==> src/rtl/fir_pkg.sv <==
// Shared definitions for the time-multiplexed multichannel FIR:
// FSM state encoding, saturation limits and index-width helpers.
package fir_pkg;

    typedef enum logic [1:0] {
        ST_IDLE = 2'd0,
        ST_MAC  = 2'd1,
        ST_OUT  = 2'd2
    } fir_state_e;

    // Largest value representable in a signed w-bit word (w <= 63).
    function automatic longint sat_max(input int w);
        return (longint'(1) <<< (w - 1)) - longint'(1);
    endfunction

    // Smallest value representable in a signed w-bit word (w <= 63).
    function automatic longint sat_min(input int w);
        return -(longint'(1) <<< (w - 1));
    endfunction

    // Width of the tap index; NTAPS is a power of two and at least 2.
    function automatic int tap_idx_w(input int ntaps);
        return (ntaps <= 2) ? 1 : $clog2(ntaps);
    endfunction

    // Width of the channel index; a single channel still needs one bit.
    function automatic int ch_idx_w(input int nch);
        return (nch <= 2) ? 1 : $clog2(nch);
    endfunction

endpackage

==> src/rtl/fir_quantize.sv <==
// Combinational quantiser: optional round-half-up, arithmetic right shift,
// then clamp or wrap into DATAW bits. ovf reports that the shifted value
// did not fit in DATAW bits, whichever way it was then reduced.
// ACCW must stay at or below 62 so the range test fits in 64 bits.
module fir_quantize
    import fir_pkg::*;
#(
    parameter int ACCW      = 40,
    parameter int DATAW     = 16,
    parameter int OUT_SHIFT = 14,
    parameter int ROUND     = 1,
    parameter int SATURATE  = 1
) (
    input  logic signed [ACCW-1:0]  sum,
    output logic        [DATAW-1:0] q,
    output logic                    ovf
);

    // One guard bit so adding the rounding constant can never wrap.
    localparam int     EW   = ACCW + 1;
    localparam longint QMAX = sat_max(DATAW);
    localparam longint QMIN = sat_min(DATAW);

    function automatic logic signed [EW-1:0] round_shift(input logic signed [ACCW-1:0] s);
        logic signed [EW-1:0] ext;
        logic signed [EW-1:0] bias;
        ext  = {s[ACCW-1], s};
        bias = '0;
        if (ROUND != 0) bias[OUT_SHIFT-1] = 1'b1;
        return (ext + bias) >>> OUT_SHIFT;
    endfunction

    function automatic logic [DATAW-1:0] clamp(input logic signed [EW-1:0] v,
                                               input logic hi, input logic lo);
        if (SATURATE == 0) return v[DATAW-1:0];
        if (hi)            return QMAX[DATAW-1:0];
        if (lo)            return QMIN[DATAW-1:0];
        return v[DATAW-1:0];
    endfunction

    logic signed [EW-1:0] shifted;
    logic signed [63:0]   wide;
    logic                 hi;
    logic                 lo;

    // Scale the accumulator and reduce it to the output width.
    always_comb begin
        shifted = round_shift(sum);
        wide    = {{(64-EW){shifted[EW-1]}}, shifted};
        hi      = (wide > QMAX);
        lo      = (wide < QMIN);
        q       = clamp(shifted, hi, lo);
        ovf     = hi | lo;
    end

endmodule

==> src/rtl/fir_tdm_multich.sv <==
// Multichannel FIR sharing one multiply-accumulate across NCH channels,
// one tap per clock. Coefficients are shared, runtime-writable while idle.
// Frame flow: IDLE (accept) -> MAC (NCH*NTAPS cycles) -> OUT (hold until taken).
// Optional build macro FIR_SAT_FLAG_EN adds the sticky per-channel sat_flag port.
module fir_tdm_multich
    import fir_pkg::*;
#(
    parameter int DATAW     = 16,
    parameter int COEFW     = 16,
    parameter int NTAPS     = 16,
    parameter int NCH       = 2,
    parameter int ACCW      = 40,
    parameter int OUT_SHIFT = 14,
    parameter int ROUND     = 1,
    parameter int SATURATE  = 1
) (
    input  logic                          clk,
    input  logic                          rst,
    input  logic                          clear_state,
    input  logic                          in_valid,
    output logic                          in_ready,
    input  logic [NCH*DATAW-1:0]          in_data,
    output logic                          out_valid,
    input  logic                          out_ready,
    output logic [NCH*DATAW-1:0]          out_data,
    input  logic                          coef_we,
    input  logic [tap_idx_w(NTAPS)-1:0]   coef_addr,
    input  logic [COEFW-1:0]              coef_data,
`ifdef FIR_SAT_FLAG_EN
    output logic [NCH-1:0]                sat_flag,
`endif
    output logic                          busy
);

    localparam int TW  = tap_idx_w(NTAPS);
    localparam int CHW = ch_idx_w(NCH);
    localparam int PW  = DATAW + COEFW;

    fir_state_e              state_q, state_d;
    logic [TW-1:0]           wr_ptr_q, wr_ptr_d;
    logic [TW-1:0]           k_q, k_d;
    logic [CHW-1:0]          ch_q, ch_d;
    logic signed [ACCW-1:0]  acc_q, acc_d;
    logic [NCH*DATAW-1:0]    out_data_q, out_data_d;
    logic                    out_valid_q, out_valid_d;
    logic signed [DATAW-1:0] dly_q  [0:NCH-1][0:NTAPS-1];
    logic signed [DATAW-1:0] dly_d  [0:NCH-1][0:NTAPS-1];
    logic signed [COEFW-1:0] coef_q [0:NTAPS-1];
    logic signed [COEFW-1:0] coef_d [0:NTAPS-1];
`ifdef FIR_SAT_FLAG_EN
    logic [NCH-1:0]          sat_q, sat_d;
    logic                    q_ovf;
`else
    logic                    unused_q_ovf;
`endif

    logic [TW-1:0]           rd_ptr;
    logic signed [DATAW-1:0] x_sel;
    logic signed [COEFW-1:0] c_sel;
    logic signed [PW-1:0]    prod;
    logic signed [ACCW-1:0]  prod_ext;
    logic signed [ACCW-1:0]  sum;
    logic [DATAW-1:0]        q;

    // Shared MAC datapath: select sample/coefficient for tap k of channel ch.
    always_comb begin
        rd_ptr   = wr_ptr_q - k_q;
        x_sel    = dly_q[ch_q][rd_ptr];
        c_sel    = coef_q[k_q];
        prod     = x_sel * c_sel;
        prod_ext = {{(ACCW-PW){prod[PW-1]}}, prod};
        sum      = acc_q + prod_ext;
    end

    fir_quantize #(
        .ACCW      (ACCW),
        .DATAW     (DATAW),
        .OUT_SHIFT (OUT_SHIFT),
        .ROUND     (ROUND),
        .SATURATE  (SATURATE)
    ) u_quant (
        .sum (sum),
        .q   (q),
`ifdef FIR_SAT_FLAG_EN
        .ovf (q_ovf)
`else
        .ovf (unused_q_ovf)
`endif
    );

    // Next-state logic for the frame FSM, delay lines and coefficient bank.
    always_comb begin
        state_d     = state_q;
        wr_ptr_d    = wr_ptr_q;
        k_d         = k_q;
        ch_d        = ch_q;
        acc_d       = acc_q;
        out_data_d  = out_data_q;
        out_valid_d = out_valid_q;
        dly_d       = dly_q;
        coef_d      = coef_q;
`ifdef FIR_SAT_FLAG_EN
        sat_d       = sat_q;
`endif
        case (state_q)
            ST_IDLE: begin
                // The write lands on the same edge as a handshake, so the
                // accepted frame already sees the new coefficient.
                if (coef_we) coef_d[coef_addr] = coef_data;
                if (in_valid) begin
                    for (int c = 0; c < NCH; c++)
                        dly_d[c][wr_ptr_q] = in_data[c*DATAW +: DATAW];
                    acc_d   = '0;
                    k_d     = '0;
                    ch_d    = '0;
                    state_d = ST_MAC;
                end
            end
            ST_MAC: begin
                if (k_q == TW'(NTAPS-1)) begin
                    out_data_d[ch_q*DATAW +: DATAW] = q;
`ifdef FIR_SAT_FLAG_EN
                    if (q_ovf) sat_d[ch_q] = 1'b1;
`endif
                    acc_d = '0;
                    k_d   = '0;
                    if (ch_q == CHW'(NCH-1)) begin
                        ch_d        = '0;
                        out_valid_d = 1'b1;
                        state_d     = ST_OUT;
                    end else begin
                        ch_d = ch_q + 1'b1;
                    end
                end else begin
                    acc_d = sum;
                    k_d   = k_q + 1'b1;
                end
            end
            ST_OUT: begin
                if (out_ready) begin
                    out_valid_d = 1'b0;
                    wr_ptr_d    = wr_ptr_q + 1'b1;
                    state_d     = ST_IDLE;
                end
            end
            default: state_d = ST_IDLE;
        endcase
        // Flush wins over any input or coefficient write on the same edge;
        // the coefficient bank itself survives.
        if (clear_state) begin
            state_d     = ST_IDLE;
            wr_ptr_d    = '0;
            k_d         = '0;
            ch_d        = '0;
            acc_d       = '0;
            out_data_d  = '0;
            out_valid_d = 1'b0;
            coef_d      = coef_q;
            for (int c = 0; c < NCH; c++)
                for (int t = 0; t < NTAPS; t++)
                    dly_d[c][t] = '0;
`ifdef FIR_SAT_FLAG_EN
            sat_d       = '0;
`endif
        end
    end

    // State registers; rst clears everything including the coefficients.
    always_ff @(posedge clk) begin
        if (rst) begin
            state_q     <= ST_IDLE;
            wr_ptr_q    <= '0;
            k_q         <= '0;
            ch_q        <= '0;
            acc_q       <= '0;
            out_data_q  <= '0;
            out_valid_q <= 1'b0;
            for (int c = 0; c < NCH; c++)
                for (int t = 0; t < NTAPS; t++)
                    dly_q[c][t] <= '0;
            for (int t = 0; t < NTAPS; t++)
                coef_q[t] <= '0;
`ifdef FIR_SAT_FLAG_EN
            sat_q       <= '0;
`endif
        end else begin
            state_q     <= state_d;
            wr_ptr_q    <= wr_ptr_d;
            k_q         <= k_d;
            ch_q        <= ch_d;
            acc_q       <= acc_d;
            out_data_q  <= out_data_d;
            out_valid_q <= out_valid_d;
            dly_q       <= dly_d;
            coef_q      <= coef_d;
`ifdef FIR_SAT_FLAG_EN
            sat_q       <= sat_d;
`endif
        end
    end

    assign in_ready  = (state_q == ST_IDLE);
    assign busy      = (state_q != ST_IDLE);
    assign out_valid = out_valid_q;
    assign out_data  = out_data_q;
`ifdef FIR_SAT_FLAG_EN
    assign sat_flag  = sat_q;
`endif

endmodule

==> config.mk <==
export PLATFORM = sky130hd
export DESIGN_NAME = fir_tdm_multich
export DESIGN_NICKNAME = d
export VERILOG_FILES = /design/src/rtl/fir_pkg.sv /design/src/rtl/fir_quantize.sv /design/src/rtl/fir_tdm_multich.sv
export SDC_FILE = /design/constraint.sdc
export NUM_CORES = 2
export LEC_CHECK = 0
export ABC_AREA = 1
export BUFFER_PORTS_ARGS = -buffer_cell sky130_fd_sc_hd__buf_4
export CAP_MARGIN = 20
export CORE_MARGIN = 5
export CORE_UTILIZATION = 40
export DETAILED_ROUTE_END_ITERATION = 12
export PLACE_DENSITY_LB_ADDON = 0.2
export SYNTH_ARGS = -nofsm -noshare
export SYNTH_HDL_FRONTEND = slang
export SYNTH_SLANG_ARGS = --single-unit
==> constraint.sdc <==
create_clock -name clk -period 10 [get_ports clk]
set_input_delay 2 -clock clk [delete_from_list [all_inputs] [get_ports clk]]
set_output_delay 2 -clock clk [all_outputs]
set_load 0.1 [all_outputs]
After elaboration in Yosys (flattened, before gate mapping)
Index checks and enable logic that the tools add are counted.
- add/sub/neg operators: 7
- multipliers: 1
- divide/modulo/power cells: 0
- magnitude comparators: 9
- equal/unequal tests: 7
- shifts and indexed selects: 2
- multiplexer cells: 43
- bitwise gates (word level): 6
- reductions and logical operators: 15
- operators by type and width (cell ; number):
    bitwise mux 256 bit ; 3
    two-way mux 256 bit ; 3
    two-way mux 16 bit ; 10
    binary-select mux 16 bit (select 4 bit) ; 2
    demux 16 bit (select 4 bit) ; 2
    two-way mux 40 bit ; 2
    one-hot mux 40 bit (2 select lines) ; 1
    adder 40 x 15 -> 41 bit, second input constant ; 1
    adder 40 x 32 -> 40 bit ; 1
    negation 5 -> 34 bit ; 1
    variable shift 16 x 34 -> 32 bit, first input constant ; 1
    variable part select 16 x 34 -> 32 bit ; 1
    bitwise mux 32 bit ; 1
    multiplier 16 x 16 -> 32 bit ; 1
    greater-than comparator 27 x 16 -> 1 bit, second input constant ; 1
    < comparator 27 x 16 -> 1 bit, second input constant ; 1
    >= comparator 5 bit, second input constant ; 4
    NOT 4 -> 5 bit ; 4
    < comparator 5 x 1 -> 1 bit, second input constant ; 2
    two-way mux 1 bit ; 9
    adder 4 x 1 -> 4 bit, second input constant ; 2
    two-way mux 2 bit ; 4
    two-way mux 4 bit ; 2
    != test 2 bit, second input constant ; 4
    18 further kinds ; 27
- flip-flop bits (word level): 852
- bits in latches: 0
- bits in writable memories: 0
- bits in read-only memories: 0
- output and inout port bits: 35
- word-level logic and storage cells: 145
- memories kept: 0

Depth between registers and ports, before layout
- depth after elaboration: 17
- depth in mapped cells: 56

Hierarchy
A second synthesis with hierarchy kept.
- cell total of the unflattened synthesis: 7110
- area total of the unflattened synthesis: 51099.0 µm²
- by module, submodules not included (module ; times used ; cells an instance ; area an instance (µm²) ; sequential area each (µm²)):
    fir_tdm_multich ; 1 ; 6885 ; 49934.1 ; 17056.4
    fir_quantize ; 1 ; 225 ; 1164.9 ; 0.0

Worst setup path after synthesis
OpenSTA, ideal clock, no wires.
- path type: reg-to-reg
- start: register k_q[2]
- end: register out_data_q[26] (netlist: out_data[26])
- data arrival time: 8976 ps
- setup slack: 916 ps
- stages on the path, launching flop included: 47
- buffers on the path: 6
- path through: dfxtp_1 > inv_1 > clkbuf_1 > buf_1 > clkbuf_1 > ha_1 > xor2_1 > clkbuf_1 > clkbuf_1 > o311ai_0 > nand2_1 > inv_1 > o21ai_1 > nor2_1 > fa_1 > inv_1 > fa_1 > fa_1 > [... 11 more ...] > inv_1 > nand3_1 > xor2_1 > inv_1 > ha_1 > inv_1 > nor3_1 > nand3_1 > nand2_1 > nand2_1 > nor2_1 > and2_0 > nand3_1 > nand2_1 > buf_4 > nand3_1 > nand2_1 > inv_1
- longest elaborated chain between the ends: 15
- elaborated cells between the ends (all ways): 24
- those cells by class: add/sub: 3; mul: 1; order compare: 2; eq/ne: 1; shift: 1; mux: 13; bitwise: 2; reduce/logical: 1
- RTL lines (what ; line ; RTL):
    start: declaration ; fir_tdm_multich.sv:41 ; logic [TW-1:0] k_q, k_d;
    start signal: assignment ; fir_tdm_multich.sv:189 ; k_q <= k_d;
    subtractor 4 bit ; fir_tdm_multich.sv:67 ; rd_ptr = wr_ptr_q - k_q;
    NOT 4 -> 5 bit (implied by the code) ; fir_tdm_multich.sv:68 ; x_sel = dly_q[ch_q][rd_ptr];
    binary-select mux 16 bit (select 4 bit) ; fir_tdm_multich.sv:68 ;
    two-way mux 16 bit (implied by the code) (2 in series) ; fir_tdm_multich.sv:68 ;
    multiplier 16 x 16 -> 32 bit ; fir_tdm_multich.sv:70 ; prod = x_sel * c_sel;
    adder 40 x 32 -> 40 bit ; fir_tdm_multich.sv:72 ; sum = acc_q + prod_ext;
    adder 40 x 15 -> 41 bit ; fir_quantize.sv:30 ; return (ext + bias) >>> OUT_SHIFT;
    < comparator 27 x 16 -> 1 bit ; fir_quantize.sv:51 ; lo = (wide < QMIN);
    two-way mux 1 bit (2 in series) ; fir_quantize.sv:37 ; if (lo) return QMIN[DATAW-1:0];
    two-way mux 16 bit ; fir_quantize.sv:38 ; return v[DATAW-1:0];
    two-way mux 16 bit ; fir_quantize.sv:37 ;
    variable part select 16 x 34 -> 32 bit ; fir_tdm_multich.sv:121 ; out_data_d[ch_q*DATAW +: DATAW] = q;
    bitwise mux 32 bit ; fir_tdm_multich.sv:121 ;
    end signal: assignment ; fir_tdm_multich.sv:192 ; out_data_q <= out_data_d;
    end: declaration ; fir_tdm_multich.sv:44 ; logic [NCH*DATAW-1:0] out_data_q, out_data_d;
Parallel ways exist; a longest one is shown, timed or not. The select of a mux whose other input is x is not followed.
A chain may end at the register's enable or synchronous reset.

Final worst setup path
- start: register wr_ptr_q[0]
- end: register out_data_q[7] (netlist: out_data[7])
- longest elaborated chain between the ends: 15
- elaborated cells between the ends (all ways): 18
- those cells by class: add/sub: 3; mul: 1; order compare: 2; shift: 1; mux: 10; bitwise: 1
- RTL lines (what ; line ; RTL):
    start: declaration ; fir_tdm_multich.sv:40 ; logic [TW-1:0] wr_ptr_q, wr_ptr_d;
    start signal: assignment ; fir_tdm_multich.sv:188 ; wr_ptr_q <= wr_ptr_d;
    subtractor 4 bit (*) ; fir_tdm_multich.sv:67 ;
    NOT 4 -> 5 bit (implied by the code) (*) ; fir_tdm_multich.sv:68 ;
    binary-select mux 16 bit (select 4 bit) (*) ; fir_tdm_multich.sv:68 ;
    two-way mux 16 bit (implied by the code) (*) (2 in series) ; fir_tdm_multich.sv:68 ;
    multiplier 16 x 16 -> 32 bit (*) ; fir_tdm_multich.sv:70 ;
    adder 40 x 32 -> 40 bit (*) ; fir_tdm_multich.sv:72 ;
    adder 40 x 15 -> 41 bit (*) ; fir_quantize.sv:30 ;
    < comparator 27 x 16 -> 1 bit ; fir_quantize.sv:51 ;
    two-way mux 1 bit (2 in series) ; fir_quantize.sv:37 ;
    two-way mux 16 bit ; fir_quantize.sv:38 ;
    two-way mux 16 bit (*) ; fir_quantize.sv:37 ;
    variable part select 16 x 34 -> 32 bit (*) ; fir_tdm_multich.sv:121 ;
    bitwise mux 32 bit (*) ; fir_tdm_multich.sv:121 ;
Mark *: on every way between the ends. The rest lies on a longest branch, timed or not. The select of a mux whose other input is x is not followed.

==> metrics.csv <==
metric,value,unit
synth_seq_cells,852,
drtIter0Drc,4178,
worst-setup-path-type,reg2reg,
clock_sinks,852,
worstSetupEndpointType,register,
whs,0.4540,ns
startpoint_type,register,
synthCells,7389,
netlist.area_leader.share,33.27,%
antenna_found_initial,6,
cts-root-buf,clkbuf_16,
crit_top_cell,nand2_1,
via_per_inst,5.333,
synthArstFlopShare,0,%
outcome,"complete, no violations",
final_core_util,45.25,%
ir_drop,0.1299,mV
grt_pass1_vias,46023,
die-width,368.0,um
worstMarginPinSlew,1.123,ns
tns,0,ns
groute.usage.overall,25.50,%
wl_per_cell,19.57,um
dp_slack,0.1049,ns
clkTransAtPathRegs,0.06,ns
avgSynthCellArea,6.939,um^2
slew_violations,0,
skew,0.07043,ns
p_sw_share,25.57,%
mostFrequentLayoutCells,"nand2_1, nor2_1, dfxtp_1",
layout_commonest_cell,nand2_1,
postRouteAntennaNets,0,
fin_crit_sh,94.57,%
p_seq_share,44.0,%
fin_nets,7807,
layout.area.seq,17070,um^2
yosysTopAreaCell,dfxtp_1,
ys.flop_type,dfxtp_1,
core,127500,um^2
finalPower,7764,uW
slew_headroom,25.11,%
grt_pass1_wl,275000,um
timing.fmax,0.1057,GHz
yosys_warnings,0,
die-area,135400,um^2
num_rows,131,
placement.io_buffers,92,
grt_max_degree,210,
synth_area_leaders,"dfxtp_1, fa_1, nand2_1, nor2_1, a21oi_1",
route.detailed.drc,0,
cellPowerDensity,134.6,nW/um^2
p_clk_share,48.7,%
htreeDepth,3,
power.leakage,0.02569,uW
p_sw,1985,uW
cp_slowest_cell,fa_2,
worstPathArrival,10.12,ns
setup_viol,0,
crit_fanout,15,
area_growth,12.54,%
start_util,40.21,%
io_pins,93,
overflow,0,
numCtsBuffers,96,
hold_path_class,reg2reg,
hold_viol_final,0,
synth-edff-count,0,
cts_tree,built,
final_layout_size_suffix_gt1_share,7.743,%
syn_area,51270,um^2
multiInputGateArea,29790,um^2
setup_ws,0.5432,ns
routabilityCongestion,0.9204,
netlist-cell-type-count,48,
routed_wirelength,176800,um
syn_nets,7902,
max_stage_delay,0.60,ns
firstDrtPassIters,6,
ctsHoldBuffers,0,
period_needed,9.457,ns
dpl.hpwl,117400,um
clk_latency,0.73,ns
p_int,5779,uW
drv_cap,0,
nFillCells,13083,
power_frac_comb,7.3,%
ys_seq_area_share,33.27,%
required,10.66,ns
die_h,368.0,um
ctsLongestPathBuffers,3,
route.vias.total,48198,
-- per-stage QoR --
stage	area, um^2	std cells
global placement	54080	8853
floorplan	51270	7389
global route	57700	9037
detailed placement	54080	8853
finish	57700	9038
CTS	57490	9031
-- synthesized netlist by cell type, types with 11 or more instances --
master,n
clkinv_1,17
inv_1,694
clkbuf_1,366
dfxtp_1,852
o21ai_0,542
o311ai_0,26
buf_1,110
nor2_1,1499
xor2_1,17
nor3_1,92
fa_1,331
a21oi_1,602
buf_2,27
nand4_1,33
a221oi_1,46
nand3_1,179
a22oi_1,61
a311o_1,13
a221o_1,28
o21a_1,16
nand2_1,1618
ha_1,124
nand3b_1,11
-- layout make-up --
| cell class | instances | share of cell area, % |
|---|---|---|
| Multi-Input combinational cell | 5313 | 51.63 |
| Sequential cell | 852 | 29.57 |
| Clock buffer | 132 | 4.799 |
| Inverter | 717 | 4.760 |
| Timing Repair Buffer | 314 | 4.528 |
| Tap cell | 1662 | 3.604 |
| Clock inverter | 46 | 1.099 |
| Antenna cell | 2 | 0.008673 |
-- repair_timing --
item,4_1_cts,5_1_grt
setup buffers,0,5
setup endpoints to repair,0,30
gates resized for setup,0,55
-- power groups by stage --
stage	clock (uW)	sequential [uW]	combinational [uW]
global placement	0	3490	555
CTS	3860	3420	556
finish	3780	3420	568
floorplan	0	3490	311
global route	4000	3420	610
detailed placement	0	3490	554
-- metal layers --
layer,vias to the layer above,share of wire (%),global-route usage [%]
li1,23118,-,-
met1,23148,45,35.82
met2,1681,46,41.34
met3,249,6.9,3.820
met4,2,2.5,6.329
met5,-,0.0062,0
-- flip-flops by register name, indices dropped and copies added (netlist names) --
signal     count
acc_q         40
ch_q           1
coef_q       256
dly_q        512
k_q            4
out_data      32
out_valid      1
state_q        2
wr_ptr_q       4
-- path summary, 6_finish.rpt --
kind	start	end	slack (ns)	cells after the start
min reg2reg	dly_q[63]$_SDFFE_PP0P_	dly_q[63]$_SDFFE_PP0P_	0.45	2
min	dly_q[63]$_SDFFE_PP0P_	dly_q[63]$_SDFFE_PP0P_	0.45	2
max reg2reg	wr_ptr_q[0]$_SDFFE_PP0P_	out_data[7]$_SDFFE_PP0P_	0.54	49
max	wr_ptr_q[0]$_SDFFE_PP0P_	out_data[7]$_SDFFE_PP0P_	0.54	49
-- logic make-up (layout without fill, tap and decap cells) --
kind of cell | Yosys count | after routing | synth area share, %
AO/OA/AOI/OAI | 1367 | 1367 | 14.80
adder cells (fa/ha/maj) | 455 | 455 | 15.95
XOR/XNOR | 24 | 24 | 0.4246
flip-flops | 852 | 852 | 33.27
buffers and inverters | 1224 | 1209 | 9.063
AND/OR/NAND/NOR | 3467 | 3467 | 26.50
other | 0 | 2 | 0
-- worst max-delay path, delay by kind of cell (launching register included) --
kind            cells  cell delay (ns)
fa+ha+maj           9             4.33
simple gates       25             2.67
compound gates      2             0.45
flops               1             0.37
buf+inv            13             1.58
Note: power is estimated with default switching activity, not from simulation.
